[config.mk]
export PLATFORM = sky130hd
export DESIGN_NAME = fb_writer
export DESIGN_NICKNAME = d
export VERILOG_FILES = /design/src/rtl/fb_pkg.sv /design/src/rtl/fb_writer_stats.sv /design/src/rtl/fb_writer.sv
export SDC_FILE = /design/constraint.sdc
export NUM_CORES = 1
export LEC_CHECK = 0
export BUFFER_PORTS_ARGS = -buffer_cell sky130_fd_sc_hd__buf_4
export CORE_UTILIZATION = 48
export CTS_CLUSTER_DIAMETER = 100
export DETAILED_ROUTE_END_ITERATION = 8
export PLACE_DENSITY = 0.78
export SLEW_MARGIN = 10
export SYNTH_ARGS = -nofsm -noshare
export SYNTH_HDL_FRONTEND = slang
export SYNTH_SLANG_ARGS = --single-unit
[constraint.sdc]
create_clock -name clk -period 2.5 [get_ports clk]
set_input_delay 0.5 -clock clk [delete_from_list [all_inputs] [get_ports clk]]
set_output_delay 0.5 -clock clk [all_outputs]
set_load 0.01 [all_outputs]
[src/rtl/fb_pkg.sv]
// fb_pkg
// Shared constants and types for the double-buffered framebuffer slice.
// The width constants are also used by the display scanner and by the
// framebuffer instantiation, so they must stay in step with those blocks.
//   FB_DATA_WIDTH   : pixel word width (framebuffer wdata width)
//   FB_ADDR_WIDTH   : framebuffer address width
//   FB_FRAME_PIXELS : pixels per frame
//   fb_state_t      : writer FSM state encoding
package fb_pkg;

    localparam int FB_DATA_WIDTH   = 20;
    localparam int FB_ADDR_WIDTH   = 14;
    localparam int FB_FRAME_PIXELS = 16384;

    typedef enum logic [1:0] {
        IDLE      = 2'd0,
        WRITE     = 2'd1,
        WAIT_SWAP = 2'd2
    } fb_state_t;

endpackage

[src/rtl/fb_writer_stats.sv]
// fb_writer_stats
// Event counters for the frame writer, only instantiated when the top is
// built with FB_WRITER_STATS_EN defined.
// Ports:
//   clk         : clock
//   rst         : synchronous active-high reset
//   swap_evt    : one-cycle pulse on each buffer swap
//   drop_evt    : one-cycle pulse on each discarded beat or resync
//   frame_count : swaps seen, wraps from 0xFFFF to 0
//   drop_count  : drops seen, saturates at 0xFFFF
module fb_writer_stats (
    input  logic        clk,
    input  logic        rst,
    input  logic        swap_evt,
    input  logic        drop_evt,
    output logic [15:0] frame_count,
    output logic [15:0] drop_count
);

    // Frame counter wraps naturally; drop counter holds at all-ones so a
    // long-running badly behaved source cannot make it look healthy again.
    always_ff @(posedge clk) begin
        if (rst) begin
            frame_count <= '0;
            drop_count  <= '0;
        end else begin
            if (swap_evt) begin
                frame_count <= frame_count + 16'd1;
            end
            if (drop_evt && (drop_count != 16'hFFFF)) begin
                drop_count <= drop_count + 16'd1;
            end
        end
    end

endmodule

[src/rtl/fb_writer.sv]
// fb_writer
// Upstream stage of the double-buffered framebuffer. Accepts a valid/ready
// pixel stream with a start-of-frame marker, writes one full frame into the
// back buffer with sequential addresses, and flips the buffer selection only
// once the frame is complete and the scanner has finished its frame.
// Optional build macro: FB_WRITER_STATS_EN adds frame_count/drop_count.
// Ports:
//   clk           : clock, also the framebuffer write clock
//   rst           : synchronous active-high reset
//   s_data        : stream pixel
//   s_valid       : s_data valid
//   s_sof         : beat is the first pixel of a frame
//   s_ready       : block can accept a beat
//   rd_frame_done : scanner end-of-displayed-frame pulse
//   wdata         : framebuffer write data
//   waddr         : framebuffer write address
//   we            : framebuffer write enable
//   selection     : buffer select, 0 = write A / display B
//   resync        : pulse when an unexpected SOF restarts a frame
//   frame_count   : (stats build) swaps performed, wrapping
//   drop_count    : (stats build) discarded beats + resyncs, saturating
module fb_writer
    import fb_pkg::*;
#(
    parameter int DATA_WIDTH   = FB_DATA_WIDTH,
    parameter int ADDR_WIDTH   = FB_ADDR_WIDTH,
    parameter int FRAME_PIXELS = FB_FRAME_PIXELS
) (
    input  logic                  clk,
    input  logic                  rst,
    input  logic [DATA_WIDTH-1:0] s_data,
    input  logic                  s_valid,
    input  logic                  s_sof,
    output logic                  s_ready,
    input  logic                  rd_frame_done,
    output logic [DATA_WIDTH-1:0] wdata,
    output logic [ADDR_WIDTH-1:0] waddr,
    output logic                  we,
    output logic                  selection,
    output logic                  resync
`ifdef FB_WRITER_STATS_EN
    ,
    output logic [15:0]           frame_count,
    output logic [15:0]           drop_count
`endif
);

    localparam logic [ADDR_WIDTH-1:0] LAST_ADDR = ADDR_WIDTH'(FRAME_PIXELS - 1);
    localparam logic [ADDR_WIDTH-1:0] ONE_ADDR  = ADDR_WIDTH'(1);

    fb_state_t             state, state_nxt;
    logic [ADDR_WIDTH-1:0] ptr, ptr_nxt;
    logic [DATA_WIDTH-1:0] wdata_nxt;
    logic [ADDR_WIDTH-1:0] waddr_nxt;
    logic                  we_nxt;
    logic                  sel_nxt;
    logic                  resync_nxt;
    logic                  accept;

    // Ready is a decode of the state register, forced low while reset is
    // held so nothing is accepted until the block is actually running.
    assign s_ready = !rst && (state != WAIT_SWAP);
    assign accept  = s_valid && s_ready;

    // State and output registers; every output is registered so the
    // framebuffer sees a write exactly one cycle after the accepted beat.
    always_ff @(posedge clk) begin
        if (rst) begin
            state     <= IDLE;
            ptr       <= '0;
            wdata     <= '0;
            waddr     <= '0;
            we        <= 1'b0;
            selection <= 1'b0;
            resync    <= 1'b0;
        end else begin
            state     <= state_nxt;
            ptr       <= ptr_nxt;
            wdata     <= wdata_nxt;
            waddr     <= waddr_nxt;
            we        <= we_nxt;
            selection <= sel_nxt;
            resync    <= resync_nxt;
        end
    end

    // Next-state and next-output decode. An SOF always restarts at address
    // 0, even mid-frame. rd_frame_done is only honoured in WAIT_SWAP, so a
    // pulse coincident with the last beat is ignored and the last write is
    // always out before the selection flips.
    always_comb begin
        state_nxt  = state;
        ptr_nxt    = ptr;
        wdata_nxt  = wdata;
        waddr_nxt  = waddr;
        we_nxt     = 1'b0;
        sel_nxt    = selection;
        resync_nxt = 1'b0;
        case (state)
            IDLE: begin
                if (accept && s_sof) begin
                    we_nxt    = 1'b1;
                    waddr_nxt = '0;
                    wdata_nxt = s_data;
                    ptr_nxt   = ONE_ADDR;
                    state_nxt = WRITE;
                end
            end
            WRITE: begin
                if (accept) begin
                    we_nxt    = 1'b1;
                    wdata_nxt = s_data;
                    if (s_sof) begin
                        waddr_nxt  = '0;
                        ptr_nxt    = ONE_ADDR;
                        resync_nxt = 1'b1;
                    end else begin
                        waddr_nxt = ptr;
                        if (ptr == LAST_ADDR) begin
                            ptr_nxt   = '0;
                            state_nxt = WAIT_SWAP;
                        end else begin
                            ptr_nxt = ptr + ONE_ADDR;
                        end
                    end
                end
            end
            WAIT_SWAP: begin
                if (rd_frame_done) begin
                    sel_nxt   = !selection;
                    state_nxt = IDLE;
                end
            end
            default: begin
                state_nxt = IDLE;
            end
        endcase
    end

`ifdef FB_WRITER_STATS_EN
    logic swap_evt;
    logic drop_evt;

    // A drop is either a non-SOF beat thrown away in IDLE or a resync.
    assign swap_evt = (state == WAIT_SWAP) && rd_frame_done;
    assign drop_evt = accept && (((state == IDLE) && !s_sof) ||
                                 ((state == WRITE) && s_sof));

    fb_writer_stats u_stats (
        .clk         (clk),
        .rst         (rst),
        .swap_evt    (swap_evt),
        .drop_evt    (drop_evt),
        .frame_count (frame_count),
        .drop_count  (drop_count)
    );
`endif

endmodule

**After elaboration in Yosys (flattened, before gate mapping)**

Cells that the tools add are included.

- Add/sub/neg operators: 1
- Equal/unequal tests: 9
- Muxes and demuxes: 22
- Bitwise logic cells: 2
- Reduce and logical (&&, ||, !) cells: 11

Operators by type and width:

| operator | count |
|---|---|
| 14-bit 2-to-1 mux | 7 |
| 14-bit case mux with 2 select lines | 2 |
| 20-bit 2-to-1 mux | 2 |
| 20-bit case mux with 2 select lines | 1 |
| 14-bit by 1-bit adder with 14-bit output (second input constant) | 1 |
| 14-bit equality test (second input constant) | 1 |
| 2-bit != test (second input constant) | 6 |
| 2-bit 2-to-1 mux | 5 |
| 2-bit case mux with 3 select lines | 1 |
| 5-bit AND reduction | 1 |
| 1-bit logical AND | 3 |
| 1-bit 2-to-1 mux | 3 |
| 3-bit AND reduction | 1 |
| 3-bit OR reduction | 1 |
| 2-bit by 1-bit equality test with 1-bit output (second input constant) | 1 |
| 2-bit equality test (second input constant) | 1 |
| 1-bit logical NOT | 2 |
| 2-bit logical NOT | 1 |
| 1-bit NOT | 2 |
| 1-bit case mux with 2 select lines | 1 |
| 2-bit AND reduction | 1 |
| 2-bit nonzero test | 1 |

- Register bits: 53
- Output and inout port bits: 38

**Logic depth before layout (Yosys ltp)**

Gate-level depths: netlist of the first run.

- Depth in word-level cells: 6
- Gate-level depth with buffers: 7
- Depth with buffers taken out: 5

**Worst setup path after synthesis of the first run**

Ideal clock, no wire load.

- Kind: input port to output port
- From: input port rst
- To: output port s_ready
- Arrival: 1340 ps
- Setup slack: 660 ps
- Cell stages on the path: 4
- Buffers on the path: 3
- Path through: buf_6 clkbuf_1 clkbuf_1 nor2_1

- Longest elaborated chain between the ends: 2

RTL lines:

| element | line | text |
|---|---|---|
| start, declared | fb_writer.sv:30 | `input logic rst,` |
| 1-bit logical NOT | fb_writer.sv:62 | `assign s_ready = !rst && (state != WAIT_SWAP);` |
| 1-bit logical AND | fb_writer.sv:62 |  |
| end, declared | fb_writer.sv:34 | `output logic s_ready,` |

No other way between the ends.

**Final worst setup path of the first run**

- From: register ptr[1]
- To: register ptr[6]

- Longest elaborated chain between the ends: 5
- Elaborated cells between the ends (all ways): 6

RTL lines:

| element | line | text |
|---|---|---|
| start, declared | fb_writer.sv:52 | `logic [ADDR_WIDTH-1:0] ptr, ptr_nxt;` |
| start signal, assigned | fb_writer.sv:78 | `ptr <= ptr_nxt;` |
| 14-bit by 1-bit adder with 14-bit output or 14-bit equality test (tied branches) | fb_writer.sv:123, fb_writer.sv:119 |  |
| 14-bit 2-to-1 mux * | fb_writer.sv:119 | `if (ptr == LAST_ADDR) begin` |
| 14-bit 2-to-1 mux * | fb_writer.sv:113 | `if (s_sof) begin` |
| 14-bit 2-to-1 mux * | fb_writer.sv:110 | `if (accept) begin` |
| 14-bit case mux with 2 select lines * | fb_writer.sv:99 | `case (state)` |

Mark *: on every way between the ends. The rest lies on a longest branch, timed or not. The select of a mux whose other input is x is not followed.
A chain may end at the register's enable or synchronous reset.

==> impl_metrics.toml, run 1 <==
[status]
run_status = "finished clean"

[yosys]
synth_top_area_share_pct = 50.2
ys_warn_count = 0
async_reset_ff_share_pct = 0
synth_seq_area_share_pct = 50.2
synth_cell_type_count = 42
syn_inst = 241
synth.area.top_cells = "dfxtp_1 50%, nand2_1 8.5%, a21oi_1 5.4%, a22oi_1 5.0%, nor2_1 3.6%"
ys_ff_latch = 53
syn_area_um2 = 2110
synth_top_flop_cell = "dfxtp_1"
synth_area_leader_cell = "dfxtp_1"
synth_edf_count = 0
avgSynthCellArea_um2 = 8.77
synth_nets = 267

[flow_run]
max_cap_viol_count = 0

[place]
place.port_buffers = 62
placed_area_um2 = 2620
pre_cts_ws_ns = 0.372
dp_hpwl_um = 3350
place_congestion = 0.833
dpl.cell_count = 345

[hold_path]
min_path_type = "input port to flop"
holdPathEnd = "wdata[2]"
hold_depth = 3
min-delay-start = "s_data[2]"

[detailed_routing]
wl_um = 4720
routed_via_density = 5.47
drt-initial-drc-count = 122
vias = 1931
drc = 0
antenna_left = 0
first_pass_iters = 4
wire_per_inst_um = 13.4

[clocking]
cts_resized = 0
cts_max_path_buffers = 2
h-tree-depth = 2
cts_tree = "yes"
cts.clk_slew.worst_paths_ns = 0.09
numCtsBuffers = 5
cts_setup_buffers = 0
insertion_delay_ns = 0.30
postCtsHoldBufs = 0
clock_sinks = 53
cts_root_buffer = "clkbuf_8"

[timing]
drv_slew = 0
hold_violations = 0
fin_crit_ns = 2.02
max_clock_freq_ghz = 0.496
period_share_pct = 80.6
fin_tns_setup_ns = 0
skew_ns = 0.00490
worstMarginPinSlew_ns = 0.583
rsz0062_at_grt = "no"
setup_viol = 0
fin_ws_ns = 0.484
max_slew_margin_pct = 61.1
whs_ns = 0.433

[power_and_ir_drop]
p_leak_nw = 1.07
ir_drop_mv = 0.372
power.density_nw_per_um2 = 577
power_mw = 1.58

[layout]
area_delta_synth_final_pct = 29.3
nNetsFinal = 328
multi_input_area_um2 = 963
layout.cells.non_filler = 353
antenna_cells = 0
layout.area.seq_um2 = 1060
drive_gt1_share_pct = 28.4
finish.instance_area_um2 = 2740
fill_cells = 369
final_core_util_pct = 66.5

[critical_path]
r2r_slack_ns = 0.48
reg2reg_depth = 5
arrival_ns = 2.19
cp_max_fo = 10
endpoint_kind = "flop"
crit_type = "flop to flop"
start_kind = "flop"
worst_r2r_startpoint = "ptr[1]"
required_ns = 2.67
timing.rr.end = "ptr[6]"

[floorplanning]
ioPinCount = 63
core_area_um2 = 4120
placementRows = 23
start_util_pct = 51.4
die_y_um = 68.4
die-area_um2 = 4670
die_w_um = 68.4

[grt]
grt.overflow.total = 0
grt.total_usage_pct = 21.4
grt_max_degree = 30
grt_pass1_vias = 1680
grt_pass1_wl_um = 7490
antenna_found_initial = 0
where the power goes:
group	internal, mW	switching, mW	total, mW
sequential	0.860	0.00946	0.870
clock	0.301	0.274	0.575
combinational	0.0623	0.0702	0.132
total	1.22	0.354	1.58
Yosys cell counts, drive strengths merged, types with 2 or more instances:
library cell	number
a22oi	14
a211oi	3
or4	3
a21oi	24
dfxtp	53
clkbuf	9
nor4b	2
nor3	10
nand4bb	2
nand2	48
xor2	4
o31ai	2
xnor2	3
o21ai	3
nand4	3
nor2	20
buf	5
nand3	7
or2	2
and4	3
o311ai	2
inv	7
flip-flops by register name, summed over array words and instances (netlist names):
| name | flops |
|---|---|
| ptr | 14 |
| resync | 1 |
| selection | 1 |
| wdata | 20 |
| we | 1 |
| state | 2 |
| waddr | 14 |
cell families (layout without fill, tap and decap cells):
logic type      count (synthesis)  count (layout)  synth area share [%]
xor+xnor                        7               7                  2.90
simple gates                  106             106                  25.4
fa+ha+maj                       1               1                 0.592
buf+inv                        21              83                  4.26
flops                          53              53                  50.2
compound gates                 53              53                  16.6
cells in the final DEF, fill, tap and decap left out, drive strengths merged, types with 2 or more instances in the layout:
master   count
o21ai        3
clkbuf       6
nand2       48
and4         3
nor3        10
xor2         4
buf         68
or2          2
nand4        3
a21oi       24
nand4bb      2
a211oi       3
nor4b        2
dfxtp       53
inv          7
or4          3
a22oi       14
o31ai        2
nand3        7
xnor2        3
nor2        20
o311ai       2
area by class of cell:
class / instances / share of cell area [%]
Inverter: 7 / 0.961
Clock inverter: 2 / 1.42
Multi-Input combinational cell: 167 / 35.2
Tap cell: 50 / 2.29
Clock buffer: 6 / 2.65
Sequential cell: 53 / 38.8
Timing Repair Buffer: 68 / 18.7
metal layers:
layer  vias to the layer above  part of all wire, %  GRT usage [%]  wire length, µm
met3                         4                  4.7           5.00              222
met2                        52                   51           35.0             2390
met1                       900                   44           27.2             2050
met4                         0                  1.2           7.81               57
met5                         -                    0              0                0
li1                        975                    -              -                -
worst max-delay path: stages (launching register included):
cell	delay [ns]
dfxtp_1	0.39
ha_1	0.21
and4_1	0.22
nand4bb_1	0.35
a21oi_2	0.60
nor3_1	0.11
how the worst max path moves through the flow:
stage                      endpoint  depth (start not counted)   start
after floorplan             s_ready                          4     rst
after global routing         ptr[2]                          5  ptr[0]
after detailed placement  wdata[10]                          8     rst
after global placement    wdata[10]                          8     rst
final                        ptr[6]                          5  ptr[1]
after CTS                    ptr[6]                          5  ptr[0]
Power figures use the tool's default switching activity.
==> run 2: changes to the inputs <==
Settings changed: ABC_AREA from default to 1, PLACE_DENSITY 0.78 to 0.77.
Clock period 2.5 ns to 2.1 ns, I/O delays scaled along.
==> run 2 against run 1 <==
Core utilization is 1.8 points lower. Fmax grew 23%. Clock skew barely moved. Synthesized cell count is 36% higher. First-iteration DRC count shrank 9.0%. Combinational power grew to 5.4 times the previous value. Critical endpoint is now state[0]. Largest power group unchanged.
==> impl_metrics.toml, run 2 <==
[yosys]
synth_cell_type_count = 26
ys_ff_latch = 53
async_reset_ff_share_pct = 0
yosys.area_share.xor_xnor_pct = 0.378
synth.area.top_cells = "dfxtp_1 46%, nand2_1 12%, nor2_1 11%, o21ai_0 5.6%, a21oi_1 5.2%"
ys_warn_count = 0
syn_area_um2 = 2320
synth.most_common_cell = "nand2_1"
synth_seq_area_share_pct = 45.8
avgSynthCellArea_um2 = 7.06
synth-compound-area-share_pct = 12.4
synth_mux_area_share_pct = 0
synthTopCellsByCount = "74 x nand2_1, 66 x nor2_1, 53 x dfxtp_1"
yosys.area_share.simple_pct = 32.3
synth_top_flop_cell = "dfxtp_1"
synth_top_family_by_area = "simple AND/OR/NAND/NOR gates"
synth_area_leader_cell = "dfxtp_1"
synth_nets = 354
synth_edf_count = 0
syn_inst = 328
synth_top_area_share_pct = 45.8
synth-adder-area-share_pct = 0.540

[place]
place.port_buffers = 62
place_congestion = 0.819
dp_hpwl_um = 3840
pre_cts_ws_ns = 0.228

[grt]
grt.total_usage_pct = 21.9
grt.overflow.total = 0
antenna_found_initial = 0
grt_pass1_wl_um = 8760
grt_pass1_vias = 1953
grt_max_degree = 24

[clocking]
postCtsHoldBufs = 0
cts_tree = "yes"
insertion_delay_ns = 0.30
cts.clk_slew.worst_paths_ns = 0.09
cts_max_path_buffers = 2
numCtsBuffers = 5
cts_root_buffer = "clkbuf_8"
cts_resized = 0
cts_setup_buffers = 0
h-tree-depth = 2
clock_sinks = 53

[hold_path]
min-delay-start = "s_data[17]"
hold_depth = 3
holdPathEnd = "wdata[17]"
min_path_type = "input port to flop"

[layout]
fill_cells = 418
multi_input_area_um2 = 1060
area_delta_synth_final_pct = 25.7
mostFrequentLayoutCells = "74 x nand2_1, 68 x buf_4, 66 x nor2_1"
drive_gt1_share_pct = 22.5
nNetsFinal = 416
largest_reg_flops = 20
final_common_cell = "nand2_1"
top_register = "wdata"
antenna_cells = 0
top_regs = "wdata: 20 flops, ptr: 14 flops, waddr: 14 flops"
layout.area.seq_um2 = 1060

[critical_path]
crit_chain = "ha_1 -> nand3_1 -> nor2_1 -> nand2_1 -> nand2_1 -> nand2_1 -> o21ai_0 -> inv_1"
reg2reg_depth = 8
worst_r2r_startpoint = "ptr[0]"
required_ns = 2.30
crit_type = "flop to flop"
critPathMaxStageDelay_ns = 0.41
endpoint_kind = "flop"
timing.rr.end = "state[0]"
r2r_slack_ns = 0.46
cp_max_fo = 5
path_common_cell = "nand2_1"
start_kind = "flop"
crit_slowest_cell = "dfxtp_1"
arrival_ns = 1.84

[timing]
max_clock_freq_ghz = 0.610
setup_viol = 0
fin_ws_ns = 0.462
hold_violations = 0
fin_crit_ns = 1.64
fin_tns_setup_ns = 0
period_share_pct = 78.0
drv_slew = 0
worstMarginPinSlew_ns = 0.345
max_slew_margin_pct = 76.9
skew_ns = 0.00478
rsz0062_at_grt = "no"

[floorplanning]
die_w_um = 71.5
die-area_um2 = 5110
placementRows = 24
start_util_pct = 51.4
die_y_um = 71.5
ioPinCount = 63
core_area_um2 = 4500

[detailed_routing]
wire_per_inst_um = 11.7
antenna_left = 0
first_pass_iters = 4
vias = 2207
drc = 0
wl_um = 5200
drt-initial-drc-count = 111
routed_via_density = 4.98

[power_and_ir_drop]
netSwitchingFraction_pct = 32.8
internal_power_mw = 1.65
clkPwrFrac_pct = 22.0
p_leak_nw = 1.34
p_comb_share_pct = 28.9
ir_drop_mv = 0.574
p_sw_uw = 805
seq_power_share_pct = 49.1
power.density_nw_per_um2 = 842

[status]
run_status = "finished clean"

[flow_run]
max_cap_viol_count = 0
[run 2: cell types whose count changed after synthesis, moves of 4 or more]
cell,change
nor2_1,+46
nand2_1,+26
o21ai_0,+23
inv_1,+21
a22oi_1,-14
nand3_1,+12
clkbuf_1,-6
nor3_1,-4
[run 2: kinds of logic (layout without fill, tap and decap cells)]
family / Yosys count / after routing
compound gates: 54 / 54
xor+xnor: 1 / 1
fa+ha+maj: 1 / 1
buf+inv: 45 / 108
flops: 53 / 53
simple gates: 174 / 174
[run 2: how the worst max path moves through the flow]
stage / start / to / slack [ns] / cells after the start
final: ptr[0] / state[0] / 0.46 / 8
after detailed placement: rst / waddr[10] / 0.23 / 8
after CTS: ptr[0] / state[0] / 0.47 / 8
after global routing: ptr[0] / state[0] / 0.26 / 8
after global placement: rst / wdata[17] / 0.27 / 7
after floorplan: rst / s_ready / 0.73 / 4
[run 2: per-stage QoR]
step | instance area (µm²) | hold slack [ns] | cells | util, % | power (mW)
after global routing | 2910 | 0.327 | 443 | 64.7 | 2.62
final | 2910 | 0.336 | 443 | 64.7 | 2.45
after floorplan | 2320 | 0.470 | 328 | - | 1.65
after global placement | 2830 | 0.448 | 435 | 62.8 | 1.93
after CTS | 2910 | 0.328 | 443 | 64.7 | 2.49
after detailed placement | 2830 | 0.454 | 435 | 62.8 | 1.94
[run 2: area by class of cell]
cell class	count	share of cell area [%]
clock buffers	6	2.49
clock inverters	2	0.344
inverters	31	3.99
multi-input cells	230	36.3
flip-flops and latches	53	36.4
well taps	52	2.23
repair buffers	69	18.2
[run 2: critical path, delay by kind of cell, from the launching register on]
family | cells | cell delay [ns]
fa+ha+maj | 1 | 0.22
flops | 1 | 0.41
compound gates | 1 | 0.16
buf+inv | 1 | 0.05
simple gates | 5 | 0.71
[run 2: per-layer routing]
layer | global-route usage, % | vias to the layer above | part of all wire [%]
met5 | 0 | - | 0
li1 | - | 1159 | -
met4 | 8.93 | 0 | 1.4
met2 | 34.2 | 57 | 45
met1 | 29.5 | 986 | 48
met3 | 4.78 | 5 | 5.3
[run 2: power groups by stage]
stage / Combinational, mW / Clock (mW) / Sequential, mW
after floorplan: 0.393 / 0 / 1.26
after global placement: 0.701 / 0 / 1.23
after detailed placement: 0.713 / 0 / 1.22
after CTS: 0.713 / 0.567 / 1.20
after global routing: 0.785 / 0.617 / 1.22
final: 0.708 / 0.540 / 1.20
